==> config.mk <==
export PLATFORM = sky130hd
export DESIGN_NAME = ibex_counter_reader
export DESIGN_NICKNAME = d
export VERILOG_FILES = /design/src/rtl/ibex_counter_pkg.sv /design/src/rtl/ibex_counter_shadow.sv /design/src/rtl/ibex_counter_reader.sv
export SDC_FILE = /design/constraint.sdc
export NUM_CORES = 1
export LEC_CHECK = 0
export CAP_MARGIN = 20
export CORE_MARGIN = 3
export CORE_UTILIZATION = 46
export CTS_CLUSTER_DIAMETER = 120
export DETAILED_ROUTE_END_ITERATION = 8
export PLACE_DENSITY = 0.81
export SLEW_MARGIN = 20
export SYNTH_ARGS = -nofsm -noshare
export SYNTH_HDL_FRONTEND = slang
export SYNTH_SLANG_ARGS = --single-unit
==> constraint.sdc <==
create_clock -name clk_i -period 1.9 [get_ports clk_i]
set_input_delay 0.38 -clock clk_i [delete_from_list [all_inputs] [get_ports clk_i]]
set_output_delay 0.38 -clock clk_i [all_outputs]
set_load 0.005 [all_outputs]
==> src/rtl/ibex_counter_pkg.sv <==
// Shared types and constants for the counter read path.
package ibex_counter_pkg;

    localparam int unsigned CSR_W = 32;
    localparam int unsigned CNT_W = 64;

    typedef enum logic {
        RD_IDLE = 1'b0,
        RD_RESP = 1'b1
    } counter_rd_state_e;

    typedef enum logic {
        HALF_LO = 1'b0,
        HALF_HI = 1'b1
    } counter_half_e;

    // Ones in the implemented bit positions of a counter, zeros above.
    function automatic logic [CNT_W-1:0] counter_mask(input int unsigned width);
        logic [CNT_W-1:0] m;
        m = '0;
        for (int unsigned i = 0; i < CNT_W; i++) begin
            if (i < width) m[i] = 1'b1;
        end
        return m;
    endfunction

endpackage

==> src/rtl/ibex_counter_shadow.sv <==
// Per-counter high-half shadow: snapshot on low read, dropped on write or consume.
module ibex_counter_shadow
    import ibex_counter_pkg::*;
(
    input  logic             clk_i,
    input  logic             rst_i,
    input  logic             load_i,
    input  logic             clear_i,
    input  logic             consume_i,
    input  logic [CSR_W-1:0] din_i,
    output logic [CSR_W-1:0] shadow_o,
    output logic             vld_o
);

    logic [CSR_W-1:0] r_shadow;
    logic             r_vld;

    // A software write invalidates the snapshot even if a load lands on the same edge.
    always_ff @(posedge clk_i) begin
        if (rst_i) begin
            r_shadow <= '0;
            r_vld    <= 1'b0;
        end else begin
            if (load_i) r_shadow <= din_i;
            if (clear_i)        r_vld <= 1'b0;
            else if (load_i)    r_vld <= 1'b1;
            else if (consume_i) r_vld <= 1'b0;
        end
    end

    assign shadow_o = r_shadow;
    assign vld_o    = r_vld;

endmodule

==> src/rtl/ibex_counter_reader.sv <==
// CSR read front-end for the counter bank with carry-consistent 64-bit reads.
module ibex_counter_reader
    import ibex_counter_pkg::*;
#(
    parameter  int unsigned NumCounters  = 4,
    parameter  int unsigned CounterWidth = 64,
    localparam int unsigned IdxW         = (NumCounters > 1) ? $clog2(NumCounters) : 1
) (
    input  logic                         clk_i,
    input  logic                         rst_i,
    input  logic [CNT_W*NumCounters-1:0] counters_i,
    input  logic [NumCounters-1:0]       wr_pulse_i,
    input  logic                         rd_req_i,
    input  logic [IdxW-1:0]              rd_idx_i,
    input  logic                         rd_hi_i,
    output logic                         rd_ready_o,
    output logic                         rd_valid_o,
    output logic [CSR_W-1:0]             rd_data_o,
    output logic                         rd_err_o
);

    localparam logic [CNT_W-1:0] CntMask = counter_mask(CounterWidth);

    counter_rd_state_e r_state;
    counter_rd_state_e w_state_nxt;
    counter_half_e     w_half;

    logic                                    w_accept;
    logic                                    w_in_range;
    logic [NumCounters-1:0]                  w_sel;
    logic [NumCounters-1:0]                  w_load;
    logic [NumCounters-1:0]                  w_consume;
    logic [NumCounters-1:0]                  w_vld;
    logic [NumCounters-1:0][CNT_W-1:0]       w_cnt;
    logic [NumCounters-1:0][CSR_W-1:0]       w_shadow;
    logic [CSR_W-1:0]                        w_data_nxt;
    logic [CSR_W-1:0]                        r_data;
    logic                                    r_err;

    assign w_half   = counter_half_e'(rd_hi_i);
    assign w_accept = rd_req_i && rd_ready_o;

    for (genvar k = 0; k < int'(NumCounters); k++) begin : g_cnt
        assign w_cnt[k]     = counters_i[CNT_W*k +: CNT_W] & CntMask;
        assign w_sel[k]     = (rd_idx_i == IdxW'(k));
        assign w_load[k]    = w_accept && w_sel[k] && (w_half == HALF_LO);
        assign w_consume[k] = w_accept && w_sel[k] && (w_half == HALF_HI) && w_vld[k];

        ibex_counter_shadow u_shadow (
            .clk_i     (clk_i),
            .rst_i     (rst_i),
            .load_i    (w_load[k]),
            .clear_i   (wr_pulse_i[k]),
            .consume_i (w_consume[k]),
            .din_i     (w_cnt[k][CNT_W-1:CSR_W]),
            .shadow_o  (w_shadow[k]),
            .vld_o     (w_vld[k])
        );
    end

    assign w_in_range = |w_sel;

    // Response mux: high half prefers a live snapshot over the running counter.
    always_comb begin
        w_data_nxt = '0;
        for (int unsigned k = 0; k < NumCounters; k++) begin
            if (w_sel[k]) begin
                if (w_half == HALF_HI) begin
                    w_data_nxt = w_vld[k] ? w_shadow[k] : w_cnt[k][CNT_W-1:CSR_W];
                end else begin
                    w_data_nxt = w_cnt[k][CSR_W-1:0];
                end
            end
        end
    end

    always_ff @(posedge clk_i) begin
        if (rst_i) r_state <= RD_IDLE;
        else       r_state <= w_state_nxt;
    end

    always_comb begin
        w_state_nxt = r_state;
        case (r_state)
            RD_IDLE: if (w_accept) w_state_nxt = RD_RESP;
            RD_RESP: w_state_nxt = RD_IDLE;
            default: w_state_nxt = RD_IDLE;
        endcase
    end

    always_comb begin
        rd_ready_o = 1'b0;
        rd_valid_o = 1'b0;
        case (r_state)
            RD_IDLE: rd_ready_o = !rst_i;
            RD_RESP: rd_valid_o = 1'b1;
            default: ;
        endcase
    end

    always_ff @(posedge clk_i) begin
        if (rst_i) begin
            r_data <= '0;
            r_err  <= 1'b0;
        end else if (w_accept) begin
            r_data <= w_data_nxt;
            r_err  <= !w_in_range;
        end
    end

    assign rd_data_o = r_data;
    assign rd_err_o  = r_err;

endmodule

==> metrics.md <==
| Metric | Value |
|---|---|
| Critical path, cell by cell | `buf_12, mux2i_1, a21oi_1, a2111oi_1, buf_4, nor3_1` |
| Fmax | `534 MHz` |
| Worst Hold Class | `in -> reg` |
| CP Max Fanout | `14` |
| Status | `complete, no violations` |
| Worst-margin pin slew | `0.810 ns` |
| Syn-to-layout area delta | `48.7%` |
| Worst Path Buf+Inv | `2` |
| Final period utilization | `98.6%` |
| Cells after Synth | `1107` |
| CTS Buffer Depth | `2` |
| Critical Path Start Type | `register` |
| Synthesized Nets | `1373` |
| Pwr dens | `670 nW/µm²` |
| CP max stage delay | `0.51 ns` |
| Tmin final | `1.87 ns` |
| Post-DP HPWL | `26400 µm` |
| Post-Syn Area | `8880 µm²` |
| Synth area leader | `dfxtp_1` |
| Slowest-stage cell, CP | `a2111oi_1` |
| PortBufs | `300` |
| CP delay by family, top | `compound AO/OA/AOI/OAI gates` |
| First-pass detailed-route iteration total | `8` |
| First-pass GRT wire length | `52900 µm` |
| Seq pwr share | `41.1%` |
| Crit path kind | `reg -> reg` |
| Unique masters post-synth | `43` |
| DIE AREA | `21000 µm²` |
| Synth cell count leaders | `nand2_1, a21oi_1, dfxtp_1, mux2i_1, nor2_1` |
| Clk_lat worst skew | `0.43 ns` |
| Slew HR | `46.0%` |
| Post-synth top flop | `dfxtp_1` |
| Largest vdd supply drop | `0.680 mV` |
| Pin count of the biggest net entering global routing | `72` |
| Initial Utilization | `47.1%` |
| Final Hold Viols | `0` |
| Critical path required time | `2.21 ns` |
| Most common cell in the netlist | `nand2_1` |
| Clock skew | `0.00765 ns` |
| Antenna violations before repair | `1` |
| # H-tree levels | `4` |
| Post-synthesis average cell area | `8.02 µm²` |
| Register area share after synthesis | `37.4%` |
| Routed WL | `34900 µm` |
| FFs w/ async S/R, synth | `0%` |
| Fin cells | `1678` |
| Die Ht | `145 µm` |
| Avg WL per Cell | `20.8 µm` |
| Vias in the first global route | `9319` |
| Fin util | `70.1%` |
| Synth warn | `0` |
| Gpl congestion | `0.894` |
| CTS clk-pin slew, worst paths | `0.07 ns` |
| # IOs | `301` |
| Cts hold-fix bufs | `0` |
| Clk root buf | `clkbuf_16` |
| Nature of the critical path endpoint | `register` |
| Leakage power | `4.41 nW` |
| Gr usage total | `32.0%` |
| Vias post-DR | `9657` |
| Setup TNS | `0 ns` |
| Top cells by area, synth | `dfxtp_1, mux2i_1, nand2_1, a21oi_1, mux4_2` |
| DRT iter0 DRCs | `1170` |
| Sw Share | `26.6%` |
| Pre-CTS setup slack | `-0.443 ns` |
| PnR worst setup slack | `0.0258 ns` |
| # rows | `50` |
| Post-CTS setup buffer count | `0` |
| DRC violations left | `0` |
| Top cell type's share of synthesized area | `37.4%` |
| Layout cells sized above 1 | `11.1%` |
| Yosys reg bits | `166` |
| CTS Buf Count | `17` |
| Crit path arrival time | `2.19 ns` |
| Die width | `145 µm` |
| Post-DRT Antenna Nets | `0` |
| Avg Vias per Cell | `5.76` |
| Internal Power | `6.49 mW` |
| Max_cap viols | `0` |
| Final nets | `1670` |
| # setup viols final | `0` |
| CTS tree | `done` |
| Logic pwr share | `19.8%` |
| Total grt overflow | `0` |
| Clock power share | `39.1%` |
| Max-slew violations | `0` |
| RSZ-0062 raised after global routing | `no` |
| Dpl cells | `1645` |
| Switching pwr | `2.35 mW` |
| Post-synth EDFFs | `0` |
| Core footprint | `18800 µm²` |
| Clk sink count | `166` |
cell type report:
type / count / area (µm²)
Antenna cell: 1 / 2.50
Clock buffer: 17 / 425
Clock inverter: 15 / 155
Fill cell: 1438 / 5630
Inverter: 2 / 7.51
Multi-Input combinational cell: 837 / 5130
Sequential cell: 166 / 3330
Tap cell: 260 / 325
Timing Repair Buffer: 380 / 3830
worst register-to-register path, cell delays in order (launching register included):
cell and delay, ns:
dfxtp_2 0.35, buf_12 0.17, mux2i_1 0.29, a21oi_1 0.21, a2111oi_1 0.51, buf_4 0.19, nor3_1 0.04
metrics by stage:
stage	hold WS [ns]	instance area, µm²	power (mW)
detailed placement	0.446	12600	5.41
global placement	0.438	12600	5.39
CTS	0.335	13100	8.79
finish	0.340	13200	8.84
global route	0.343	13200	9.08
floorplan	0.433	8880	4.30
kinds of logic after synthesis:
family,count (synthesis),synth area share (%)
AO/OA/AOI/OAI,307,20.0
buffers and inverters,104,5.37
flip-flops,166,37.4
multiplexers,149,19.3
AND/OR/NAND/NOR,381,18.0
power by group through the flow:
| stage | Clock (mW) | Combinational, mW | Sequential [mW] |
|---|---|---|---|
| 4_1_cts | 3.44 | 1.71 | 3.63 |
| 3_3_place_gp | 0 | 1.68 | 3.70 |
| 3_5_place_dp | 0 | 1.70 | 3.71 |
| 6_report | 3.46 | 1.75 | 3.63 |
| 5_1_grt | 3.60 | 1.84 | 3.64 |
| 2_1_floorplan | 0 | 0.606 | 3.70 |
per-layer routing:
metal / wire length, µm / vias up / global-route usage (%)
met5: 0 / - / 0
met4: 1320 / 0 / 11.5
met1: 13500 / 4508 / 41.3
met2: 16700 / 556 / 52.6
li1: - / 4503 / -
met3: 3470 / 90 / 7.40
worst paths after layout:
check,start,end,slack (ns),depth (start not counted)
setup / recovery,g_cnt[0].u_shadow.vld_o,rd_data_o[10],0.03,6
hold reg to reg,g_cnt[1].u_shadow.shadow_o[4],g_cnt[1].u_shadow.shadow_o[4],0.45,2
setup reg to reg,g_cnt[0].u_shadow.vld_o,rd_data_o[10],0.03,6
hold / removal,rst_i,g_cnt[3].u_shadow.shadow_o[17],0.34,3
cell usage in the layout (no fill, tap or decap), types with 14 or more instances in the layout:
cell	n
buf_12	18
mux2i_1	125
nand3_1	19
a22oi_1	14
o21ai_0	48
mux4_2	17
clkdlybuf4s50_1	295
nor2_1	54
clkbuf_16	17
dfxtp_1	162
o22ai_1	25
nand2_1	269
buf_4	61
a21oi_1	174
what timing repair did:
item	in CTS	in global routing
resized for setup	1	17
setup endpoints to repair	1	13
pin swaps	0	1
sequential cells by signal, indices dropped and copies added (netlist names):
name and count:
rd_err_o 1, r_state 1, g_cnt.u_shadow.vld_o 4, g_cnt.u_shadow.shadow_o 128
rd_data_o 32
No activity file was read; power rests on OpenSTA's default activity.
